### src/rtl/profile_configurator_pkg.sv
// Shared definitions for the SPI profile configurator: command byte layout,
// FSM state encoding and byte-count helpers.
package profile_configurator_pkg;

  localparam int unsigned CMD_BITS    = 8;
  localparam int unsigned CMD_RW      = 7;
  localparam int unsigned CMD_FIELD   = 6;
  localparam int unsigned CMD_IDX_MSB = 5;

  typedef enum logic [1:0] {
    IDLE = 2'd0,
    CMD  = 2'd1,
    DATA = 2'd2,
    DONE = 2'd3
  } cfg_state_t;

  // Bytes carrying a tuning word of m bits (m is a multiple of b).
  function automatic int unsigned word_bytes(input int unsigned m, input int unsigned b);
    return m / b;
  endfunction

  // Bytes carrying a phase offset of n bits, rounded up to whole bytes.
  function automatic int unsigned poff_bytes(input int unsigned n, input int unsigned b);
    return (n + b - 1) / b;
  endfunction

  // A command index addresses a real profile only below p.
  function automatic logic idx_valid(input logic [CMD_IDX_MSB:0] idx, input int unsigned p);
    return 32'(idx) < p;
  endfunction

endpackage

### src/rtl/spi_sync_shifter.sv
// SPI front end running on the system clock: pin synchronisers, sclk/ss edge
// detection, receive bit counter and byte strobe, and (with
// PROFILE_READBACK_EN) the mode-0 miso shifter.
module spi_sync_shifter #(
  parameter int unsigned B = 8
) (
  input  logic         clk,
  input  logic         reset,
  input  logic         sclk,
  input  logic         mosi,
  input  logic         ss,
  output logic         ss_active,
  output logic         ss_fall,
  output logic         rx_valid,
  output logic [B-1:0] rx_byte
`ifdef PROFILE_READBACK_EN
  ,
  input  logic [B-1:0] tx_byte,
  output logic         tx_load,
  output logic         miso
`endif
);

  localparam int unsigned BW = (B > 1) ? $clog2(B) : 1;
  localparam logic [BW-1:0] LAST_BIT = BW'(B - 1);

  logic [1:0]    sclk_ff, mosi_ff, ss_ff;
  logic          sclk_d, ss_d;
  logic          sclk_s, mosi_s;
  logic          sclk_rise;
  logic [BW-1:0] bit_cnt;
  logic [B-2:0]  rx_sh;

  // Two-flop synchronisers plus one delay stage for edge detection.
  always_ff @(posedge clk) begin
    if (reset) begin
      sclk_ff <= '0;
      mosi_ff <= '0;
      ss_ff   <= '1;
      sclk_d  <= 1'b0;
      ss_d    <= 1'b1;
    end else begin
      sclk_ff <= {sclk_ff[0], sclk};
      mosi_ff <= {mosi_ff[0], mosi};
      ss_ff   <= {ss_ff[0], ss};
      sclk_d  <= sclk_ff[1];
      ss_d    <= ss_ff[1];
    end
  end

  assign sclk_s    = sclk_ff[1];
  assign mosi_s    = mosi_ff[1];
  assign ss_active = ~ss_ff[1];
  assign ss_fall   = ~ss_ff[1] & ss_d;
  assign sclk_rise = sclk_s & ~sclk_d & ss_active;

  // Receive shifter and bit counter; both restart whenever ss is inactive.
  always_ff @(posedge clk) begin
    if (reset || !ss_active) begin
      bit_cnt <= '0;
      rx_sh   <= '0;
    end else if (sclk_rise) begin
      rx_sh   <= rx_byte[B-2:0];
      bit_cnt <= (bit_cnt == LAST_BIT) ? '0 : bit_cnt + 1'b1;
    end
  end

  // Byte is presented in the same cycle its last bit is sampled.
  assign rx_byte  = {rx_sh, mosi_s};
  assign rx_valid = sclk_rise && (bit_cnt == LAST_BIT);

`ifdef PROFILE_READBACK_EN
  logic         sclk_fall;
  logic [B-1:0] tx_sh;

  assign sclk_fall = ~sclk_s & sclk_d & ss_active;
  // The first falling edge of each byte (counter back at zero) loads a new byte.
  assign tx_load   = sclk_fall && (bit_cnt == '0);

  // Mode-0 transmit: miso changes only on sclk falling edges, MSB first.
  always_ff @(posedge clk) begin
    if (reset || !ss_active) begin
      tx_sh <= '0;
      miso  <= 1'b0;
    end else if (tx_load) begin
      miso  <= tx_byte[B-1];
      tx_sh <= {tx_byte[B-2:0], 1'b0};
    end else if (sclk_fall) begin
      miso  <= tx_sh[B-1];
      tx_sh <= {tx_sh[B-2:0], 1'b0};
    end
  end
`endif

endmodule

### src/rtl/profile_configurator.sv
// Multi-profile DDS configuration store programmed over SPI. The profile
// selected by prof_sel drives word/poff with a one-cycle load strobe.
// Optional read-back path is built only when PROFILE_READBACK_EN is defined.
module profile_configurator
  import profile_configurator_pkg::*;
#(
  parameter int unsigned M = 48,
  parameter int unsigned N = 14,
  parameter int unsigned B = 8,
  parameter int unsigned P = 4
) (
  input  logic                 clk,
  input  logic                 reset,
  input  logic                 sclk,
  input  logic                 mosi,
  input  logic                 ss,
  output logic                 miso,
  input  logic [$clog2(P)-1:0] prof_sel,
  output logic [M-1:0]         word,
  output logic [N-1:0]         poff,
  output logic                 load,
  output logic                 busy
);

  localparam int unsigned IW       = $clog2(P);
  localparam int unsigned WB       = word_bytes(M, B);
  localparam int unsigned PB       = poff_bytes(N, B);
  localparam int unsigned CW       = (WB > 1) ? $clog2(WB) : 1;
  localparam logic [CW-1:0] LAST_W = CW'(WB - 1);
  localparam logic [CW-1:0] LAST_P = CW'(PB - 1);
  // Bytes shift in from the top, so a short phase-offset field ends up here.
  localparam int unsigned POFF_LSB = M - PB * B;

  cfg_state_t            state_q, state_d;
  logic [CMD_BITS-1:0]   cmd_q;
  logic [CW-1:0]         byte_cnt;
  logic [M-1:0]          shadow;
  logic [M-1:0]          wr_data;
  logic [M-1:0]          word_mem [P];
  logic [N-1:0]          poff_mem [P];
  logic [IW-1:0]         sel_q;
  logic                  init_q;

  logic                  ss_active, ss_fall, rx_valid;
  logic [B-1:0]          rx_byte;

  logic                  cmd_wr, cmd_field, cmd_ok, last_byte, commit, hit, upd;
  logic [IW-1:0]         tgt;
  logic [M-1:0]          word_nx;
  logic [N-1:0]          poff_nx;

`ifdef PROFILE_READBACK_EN
  logic [B-1:0]          tx_byte;
  logic                  tx_load;
  logic [M-1:0]          snap;
  logic [CMD_IDX_MSB:0]  rd_idx;
`endif

  spi_sync_shifter #(
    .B (B)
  ) u_spi (
    .clk       (clk),
    .reset     (reset),
    .sclk      (sclk),
    .mosi      (mosi),
    .ss        (ss),
    .ss_active (ss_active),
    .ss_fall   (ss_fall),
    .rx_valid  (rx_valid),
    .rx_byte   (rx_byte)
`ifdef PROFILE_READBACK_EN
    ,
    .tx_byte   (tx_byte),
    .tx_load   (tx_load),
    .miso      (miso)
`endif
  );

  assign cmd_wr    = cmd_q[CMD_RW];
  assign cmd_field = cmd_q[CMD_FIELD];
  assign cmd_ok    = idx_valid(cmd_q[CMD_IDX_MSB:0], P);
  assign tgt       = cmd_q[IW-1:0];
  assign last_byte = (byte_cnt == (cmd_field ? LAST_P : LAST_W));
  // Shadow with the final byte merged in, so the commit is a single-cycle write.
  assign wr_data   = {rx_byte, shadow[M-1:B]};
  assign commit    = (state_q == DATA) && rx_valid && last_byte && cmd_wr && cmd_ok;
  assign busy      = (state_q != IDLE);

  // FSM state register.
  always_ff @(posedge clk) begin
    if (reset) state_q <= IDLE;
    else       state_q <= state_d;
  end

  // Next-state logic; ss going inactive overrides every state.
  always_comb begin
    state_d = state_q;
    case (state_q)
      IDLE: if (ss_fall) state_d = CMD;
      CMD: begin
        if (rx_valid) begin
`ifdef PROFILE_READBACK_EN
          state_d = DATA;
`else
          state_d = rx_byte[CMD_RW] ? DATA : DONE;
`endif
        end
      end
      DATA: if (rx_valid && last_byte) state_d = DONE;
      DONE: state_d = DONE;
      default: state_d = IDLE;
    endcase
    if (!ss_active) state_d = IDLE;
  end

  // Command latch, byte counter and write shadow.
  always_ff @(posedge clk) begin
    if (reset || !ss_active) begin
      cmd_q    <= '0;
      byte_cnt <= '0;
      shadow   <= '0;
    end else if (rx_valid) begin
      case (state_q)
        CMD: begin
          cmd_q    <= rx_byte[CMD_BITS-1:0];
          byte_cnt <= '0;
          shadow   <= '0;
        end
        DATA: begin
          shadow   <= wr_data;
          byte_cnt <= byte_cnt + 1'b1;
        end
        default: ;
      endcase
    end
  end

  // Profile storage; only a completed, in-range write touches it.
  always_ff @(posedge clk) begin
    if (reset) begin
      for (int unsigned i = 0; i < P; i++) begin
        word_mem[i] <= '0;
        poff_mem[i] <= '0;
      end
    end else if (commit) begin
      if (cmd_field) poff_mem[tgt] <= wr_data[POFF_LSB +: N];
      else           word_mem[tgt] <= wr_data;
    end
  end

  // Newest values for the selected profile, bypassing a same-cycle commit.
  always_comb begin
    hit     = commit && (tgt == prof_sel);
    upd     = (prof_sel != sel_q) || hit;
    word_nx = '0;
    poff_nx = '0;
    if (32'(prof_sel) < P) begin
      word_nx = word_mem[prof_sel];
      poff_nx = poff_mem[prof_sel];
    end
    if (hit && !cmd_field) word_nx = wr_data;
    if (hit && cmd_field)  poff_nx = wr_data[POFF_LSB +: N];
  end

  // Registered output path; the first cycle out of reset only tracks prof_sel.
  always_ff @(posedge clk) begin
    if (reset) begin
      word   <= '0;
      poff   <= '0;
      load   <= 1'b0;
      sel_q  <= '0;
      init_q <= 1'b1;
    end else begin
      sel_q  <= prof_sel;
      init_q <= 1'b0;
      load   <= upd && !init_q;
      if (upd || init_q) begin
        word <= word_nx;
        poff <= poff_nx;
      end
    end
  end

`ifdef PROFILE_READBACK_EN
  assign rd_idx  = rx_byte[CMD_IDX_MSB:0];
  assign tx_byte = (state_q == DATA && !cmd_wr) ? snap[B-1:0] : '0;

  // Read snapshot taken at the end of CMD, consumed one byte per tx_load.
  always_ff @(posedge clk) begin
    if (reset) begin
      snap <= '0;
    end else if (state_q == CMD && rx_valid) begin
      if (!idx_valid(rd_idx, P))      snap <= '0;
      else if (rx_byte[CMD_FIELD])    snap <= M'(poff_mem[rd_idx[IW-1:0]]);
      else                            snap <= word_mem[rd_idx[IW-1:0]];
    end else if (tx_load) begin
      snap <= snap >> B;
    end
  end
`else
  assign miso = 1'b0;
`endif

endmodule

### config.mk
export PLATFORM = sky130hd
export DESIGN_NAME = profile_configurator
export DESIGN_NICKNAME = d
export VERILOG_FILES = /design/src/rtl/profile_configurator_pkg.sv /design/src/rtl/spi_sync_shifter.sv /design/src/rtl/profile_configurator.sv
export SDC_FILE = /design/constraint.sdc
export NUM_CORES = 1
export LEC_CHECK = 0
export ABC_CLOCK_PERIOD_IN_PS = 4300
export BUFFER_PORTS_ARGS = -buffer_cell sky130_fd_sc_hd__clkbuf_2
export CAP_MARGIN = 5
export CORE_UTILIZATION = 61
export CTS_CLUSTER_DIAMETER = 60
export CTS_CLUSTER_SIZE = 12
export DETAILED_ROUTE_END_ITERATION = 6
export GPL_TIMING_DRIVEN = 0
export PLACE_DENSITY = 0.76
export SLEW_MARGIN = 25
export SYNTH_ARGS = -nofsm -noshare
export SYNTH_HDL_FRONTEND = slang
export SYNTH_SLANG_ARGS = --single-unit
### constraint.sdc
create_clock -name clk -period 4.3 [get_ports clk]
set_input_delay 0.43 -clock clk [delete_from_list [all_inputs] [get_ports clk]]
set_output_delay 0.43 -clock clk [all_outputs]
set_load 0.005 [all_outputs]
==> impl_metrics.toml, run 1 <==
[detailed_routing]
firstDrtPassIters = 7
wire_per_inst_um = 24.1
drt_iter0_markers = 1309
vias = 10800
viasPerCell = 6.27
final_antenna_net_count = 0
wirelength_um = 41400
route.detailed.drc = 6

[grt]
antenna_found_initial = 0
overflow = 0
grt_max_degree = 49
grt_pass1_vias = 10900
grt_pass1_wl_um = 62500
grt_usage_pct = 30.3

[setup_path]
cp_common_cell = "ha_1"
cp.arrival_ns = 4.35
slowest_stage = "nor3b_1"
setup.worst_path.class = "reg -> reg"
cp.required_ns = 4.46
end_kind = "register"
critPathMaxFanout = 24
cp-start-kind = "register"
cp_cell_sequence = "ha_1, ha_1, nor4bb_1, buf_2, nand3_2, nor2b_1, nor3b_1, clkbuf_1, or2_4"
cpPeakStageDelay_ns = 0.70

[logic_synthesis]
synth_seq_cells = 385
syn_inst = 1243
syn_nets = 1258
avgSynthCellArea_um2 = 13.2
ys_seq_area_share_pct = 62.0
synth_edf_count = 248
yosys_most_used_dff = "edfxtp_1"
syn_area_mm2 = 0.0164
async_reset_ff_share_pct = 0
yosys_warnings = 0
ys_types = 57

[power]
combPwrFrac_pct = 6.6
p_switching_w = 0.00170
power_frac_clock_pct = 39.9
p_leak_nw = 6.34
power.share.sequential_pct = 53.5
switching_share_pct = 21.8
p_per_area_mw_per_mm2 = 425
p_total_w = 0.00782
p_int_w = 0.00612
vdd_drop_max_mv = 0.283

[cts]
clkSinkCount = 385
cts.path.max_buffers = 3
numCtsBuffers = 38
cts_max_level = 2
cts_hold_buf = 0
clk-insertion-delay-late_ns = 0.53
cts_tree = "yes"
cts_setup_buffers = 0
clkTransAtPathRegs_ns = 0.06
root_buffer = "clkbuf_16"

[floorplan]
die_h_um = 166
std_cell_rows = 59
dieArea_mm2 = 0.0276
ios = 72
coreArea_mm2 = 0.0262
dieWidth_um = 166
start_util_pct = 62.7

[timing]
fin_crit_sh_pct = 97.5
drv_slew = 0
finalHoldViolations = 0
setup_tns_ns = 0
finalSetupViolCount = 0
fmax_mhz = 239
finalClockSkew_ns = 0.0161
grt_setup_unrepaired = "false"
fin_crit_ns = 4.19
slew_headroom_pct = 38.1
worst_pin_slew_ns = 0.928

[cells_and_area]
n_antenna_cell = 0
fin_nets = 1371
drive_gt1_share_pct = 19.2
area_growth_pct = 12.0
fill_cells = 1810

[placed_design]
placement.io_buffers = 70
dp_hpwl_um = 26100
gp_congestion = 0.892

[run]
cap_violations = 0

[outcome]
violations = "design-rule violations"
status = "complete, but fails checks"

[min_path]
hold_class = "in -> reg"
[cells by family after synthesis]
| family | Yosys count | share of synthesized area (%) |
|---|---|---|
| AND/OR/NAND/NOR | 448 | 15.4 |
| AO/OA/AOI/OAI | 207 | 9.77 |
| XOR/XNOR | 6 | 0.320 |
| flip-flops | 385 | 62.0 |
| adder cells (fa/ha/maj) | 8 | 0.610 |
| buffers and inverters | 118 | 2.86 |
| other | 1 | 0.0228 |
| multiplexers | 70 | 8.99 |
[worst max-delay path, delay by kind of cell (launching register included)]
kind	cells	cell delay (ns)
and+or+nand+nor	5	2.25
buffers and inverters	2	0.88
adders and majority gates	2	0.34
DFF	1	0.35
[sequential cells by signal, summed over array words and instances, names as in the netlist, 7 cells and up]
name,cells
cmd_q,8
poff_mem,56
poff,14
shadow,40
word_mem,192
u_spi.rx_sh,7
word,48
[cell usage after synthesis (all sizes together) (4+ instances only)]
| master | n | area share [%] |
|---|---|---|
| buf | 24 | 0.72 |
| mux2i | 8 | 0.49 |
| nor3b | 4 | 0.18 |
| dfxtp | 137 | 17 |
| or4 | 8 | 0.37 |
| nand2 | 107 | 2.4 |
| and2 | 256 | 9.8 |
| nor2 | 15 | 0.34 |
| a21oi | 55 | 1.7 |
| o21a | 47 | 2.1 |
| or2 | 8 | 0.30 |
| o21ai | 10 | 0.30 |
| ha | 8 | 0.61 |
| clkbuf | 84 | 1.9 |
| o31ai | 8 | 0.37 |
| nand3 | 20 | 0.64 |
| a31oi | 9 | 0.34 |
| nor2b | 12 | 0.46 |
| edfxtp | 248 | 45 |
| o211ai | 5 | 0.23 |
| mux4 | 62 | 8.5 |
| o311ai | 5 | 0.27 |
| inv | 10 | 0.23 |
| xnor2 | 4 | 0.21 |
| o221a | 48 | 3.3 |
[worst paths after layout]
check / start / end / slack (ns) / cells after the start
worst max-delay path: u_spi.bit_cnt[0]$_SDFFE_PP0P_ / word_mem[2][3]$_SDFFCE_PN0P_ / 0.11 / 9
worst min-delay path: ss / u_spi.ss_ff[0]$_SDFF_PP1_ / 0.09 / 2
worst max register to register: u_spi.bit_cnt[0]$_SDFFE_PP0P_ / word_mem[2][3]$_SDFFCE_PN0P_ / 0.11 / 9
worst min register to register: u_spi.ss_ff[0]$_SDFF_PP1_ / u_spi.ss_ff[1]$_SDFF_PP1_ / 0.41 / 1
[final cells by class]
cell class / count / area [µm²] / area share, %
flip-flops and latches: 385 / 10200 / 55.4
multi-input cells: 742 / 5800 / 31.5
clock buffers: 66 / 1130 / 6.14
plain buffers: 108 / 434 / 2.36
well taps: 335 / 419 / 2.28
repair buffers: 71 / 370 / 2.01
inverters: 10 / 37.5 / 0.204
clock inverters: 1 / 8.76 / 0.0476
[power by group through the flow]
stage	clock [W]	combinational, W	sequential [W]
after floorplan	0	0.000321	0.00424
after detailed placement	0	0.000509	0.00426
after global placement	0	0.000495	0.00425
after global routing	0.00328	0.000552	0.00420
final	0.00312	0.000520	0.00418
after CTS	0.00313	0.000514	0.00418
[timing repair]
action,CTS,global route
resized for setup,0,2
setup endpoints to repair,0,96
endpoints found under the hold margin,0,0
[cells in the final DEF (no fill, tap or decap), drive strengths merged, types with 3 or more instances in the layout]
| cell type | count |
|---|---|
| xnor2 | 4 |
| nand2b | 3 |
| edfxtp | 248 |
| o21ai | 10 |
| and2 | 256 |
| o311ai | 5 |
| ha | 8 |
| o221a | 48 |
| dfxtp | 137 |
| mux2i | 8 |
| nand2 | 107 |
| a21oi | 55 |
| or4 | 8 |
| nor2 | 15 |
| mux4 | 62 |
| a211oi | 3 |
| nor3 | 3 |
| clkbuf | 221 |
| buf | 24 |
| a31o | 3 |
| a31oi | 9 |
| nand3 | 20 |
| or2 | 10 |
| o31ai | 8 |
| inv | 11 |
| nor2b | 12 |
| nor3b | 4 |
| o21a | 47 |
| o211ai | 5 |
[metrics by stage]
stage	cells	utilization, %	hold WS [ns]	worst slack (ns)	cell area (µm²)
5_1_grt	1718	70.2	0.0925	0.00645	18400
6_report	1718	70.2	0.0927	0.108	18400
3_5_place_dp	1649	65.8	0.395	0.0620	17200
3_3_place_gp	1648	65.6	0.392	-0.350	17200
4_1_cts	1716	70.1	0.0747	0.0182	18400
2_1_floorplan	1243	-	0.389	1.24	16400
[routing by layer]
layer	GRT usage (%)	routed length, µm	vias up
met5	0	0	-
met4	10.5	1220	0
met3	5.08	3410	98
met2	50.5	20100	510
met1	40.6	16600	5377
li1	-	-	4788
No activity file was read; power rests on OpenSTA's default activity.
==> run 2, diff against run 1 <==
- ABC_AREA: unset -> 1
- CORE_UTILIZATION: 61 -> 62
- PLACE_DENSITY: 0.76 -> 0.77
==> impl_metrics.toml, run 2 <==
[cts]
cts.path.max_buffers = 3
root_buffer = "clkbuf_16"
clkSinkCount = 385
cts_max_level = 2
clk-insertion-delay-late_ns = 0.53
numCtsBuffers = 38
cts_tree = "yes"
cts_setup_buffers = 0
cts_hold_buf = 0
clkTransAtPathRegs_ns = 0.06
ctsResizeCount = 0

[setup_path]
setup.worst_path.class = "reg -> reg"
end_kind = "register"
cpPeakStageDelay_ns = 0.33
cp_common_cell = "buf_6"
worst-path-buf-inv = 7
critPathTopFamily = "buffers and inverters"
cp-start-kind = "register"
cp.required_ns = 4.51
slowest_stage = "dfxtp_1"
cp.arrival_ns = 3.23
cp_cell_sequence = "inv_1, ha_1, inv_2, nor2_1, nand4_1, nor2_4, buf_6, nand4_2, or2_1, clkbuf_1, buf_6, buf_6, nand2_4, buf_12"
critPathMaxFanout = 29

[timing]
finalClockSkew_ns = 0.0213
fin_crit_ns = 3.01
fmax_mhz = 332
grt_setup_unrepaired = "false"
fin_crit_sh_pct = 70.0
finalHoldViolations = 0
worst_pin_slew_ns = 0.987
holdWs_ns = 0.0830
slew_headroom_pct = 34.2
drv_slew = 0
finalSetupViolCount = 0

[logic_synthesis]
yosysTopAreaCellShare_pct = 44.3
ys_types = 32
synthTopCellsByCount = "nor2_1 (399), edfxtp_1 (248), o21ai_0 (207)"
ys_seq_area_share_pct = 60.6
synth_edf_count = 248
syn_area_mm2 = 0.0168
synth_seq_cells = 385
syn_inst = 1805
synth_area_leaders = "edfxtp_1 (44%), dfxtp_1 (16%), nor2_1 (8.9%)"
yosys_warnings = 0
yosysTopAreaCell = "edfxtp_1"
avgSynthCellArea_um2 = 9.32
synth.most_common_cell = "nor2_1"
async_reset_ff_share_pct = 0
syn_nets = 1820
yosys_most_used_dff = "edfxtp_1"

[cells_and_area]
n_antenna_cell = 0
reg_top3 = "word_mem (192), poff_mem (56), word (48)"
finalNonFillerCells = 2285
largest-register = "word_mem"
drive_gt1_share_pct = 11.2
final_util_pct = 71.7
largest_reg_flops = 192
area_growth_pct = 12.4
fin_nets = 1935
layout_commonest_cell = "nor2_1"
final_cell_mix = "nor2_1 (399), edfxtp_1 (248), o21ai_0 (205)"

[min_path]
hold_class = "in -> reg"

[grt]
antenna_found_initial = 0
grt_pass1_wl_um = 70800
grt_usage_pct = 32.9
grt_max_degree = 42
overflow = 0
grt_pass1_vias = 13400

[detailed_routing]
route.detailed.drc = 0
viasPerCell = 6.03
vias = 13800
highest_layer = "met4"
wire_per_inst_um = 20.0
wl_met1_um = 17600
dr_wl_met3_um = 4730
final_antenna_net_count = 0
wirelength_um = 45700
firstDrtPassIters = 7
wl_met2_um = 22000
drt_iter0_markers = 1830

[placed_design]
placement.io_buffers = 69
placedCellCount = 2215
gp_congestion = 0.888
dp_hpwl_um = 30500

[power]
vdd_drop_max_mv = 0.345
switching_share_pct = 23.4
p_leak_nw = 7.27
combPwrFrac_pct = 7.9
power_frac_clock_pct = 39.6
p_int_w = 0.00608
power.share.sequential_pct = 52.5
p_per_area_mw_per_mm2 = 420
p_switching_w = 0.00186

[outcome]
status = "finished, final reports clean"

[run]
cap_violations = 0

[floorplan]
ios = 72
dieArea_mm2 = 0.0278
std_cell_rows = 59
die_h_um = 167
start_util_pct = 63.9
coreArea_mm2 = 0.0264
dieWidth_um = 167
==> run 2: cell types whose count changed in the layout (fill, tap and decap cells not counted), moves of 45 or more <==
cell,before,now
and2_1,256,0
inv_1,10,185
mux4_2,62,0
nand2_1,107,152
nand3_1,19,67
nand4_1,1,65
nor2_1,15,399
o21a_1,47,0
o21ai_0,10,205
o221a_2,47,0
o22ai_1,1,63
==> run 2: cell type report <==
cell class | count | area [µm²]
Clock inverter | 1 | 11.3
Sequential cell | 385 | 10200
Buffer | 135 | 661
Tap cell | 335 | 419
Clock buffer | 69 | 1130
Fill cell | 1962 | 7450
Inverter | 201 | 754
Multi-Input combinational cell | 1084 | 5260
Timing Repair Buffer | 75 | 479
==> run 2: final timing paths <==
path	from	to	slack, ns	cells past startpoint
max	state_q[0]$_SDFFE_PP0P_	word_mem[2][26]$_SDFFCE_PN0P_	1.29	14
min	reset	init_q$_DFF_P_	0.08	1
max reg2reg	state_q[0]$_SDFFE_PP0P_	word_mem[2][26]$_SDFFCE_PN0P_	1.29	14
min reg2reg	u_spi.mosi_ff[0]$_SDFF_PP0_	u_spi.mosi_ff[1]$_SDFF_PP0_	0.41	2
==> run 2: stage by stage <==
stage	instance area, µm²	setup WS, ns	power (W)	setup TNS [ns]
2_1_floorplan	16800	0.529	0.00460	0
3_3_place_gp	17600	-1.29	0.00482	-73.88
3_5_place_dp	17800	0.956	0.00485	0
4_1_cts	18900	1.31	0.00792	0
5_1_grt	18900	1.11	0.00815	0
6_report	18900	1.29	0.00794	0
==> run 2: layer usage <==
layer  vias to the layer above  global-route usage [%]
met3                       121                    6.11
li1                       6296                       -
met2                       819                    55.5
met1                      6538                    42.8
met4                         0                    11.7
met5                         -                   0.174
==> run 2: cell families (layout without fill, tap and decap cells) <==
logic type      count (synthesis)  in the layout  share of synthesized area, %
flops                         385            385                          60.6
compound gates                335            335                          11.1
simple gates                  738            738                          19.3
xor+xnor                        2              2                         0.104
fa+ha+maj                       8              8                         0.595
buf+inv                       336            481                          8.41
other cells                     1              1                        0.0223
==> run 2: power groups by stage <==
stage	combinational (W)	clock, W	sequential (W)
detailed placement	0.000610	0	0.00424
floorplan	0.000365	0	0.00424
global route	0.000685	0.00329	0.00418
finish	0.000628	0.00315	0.00417
CTS	0.000618	0.00313	0.00417
global placement	0.000581	0	0.00424
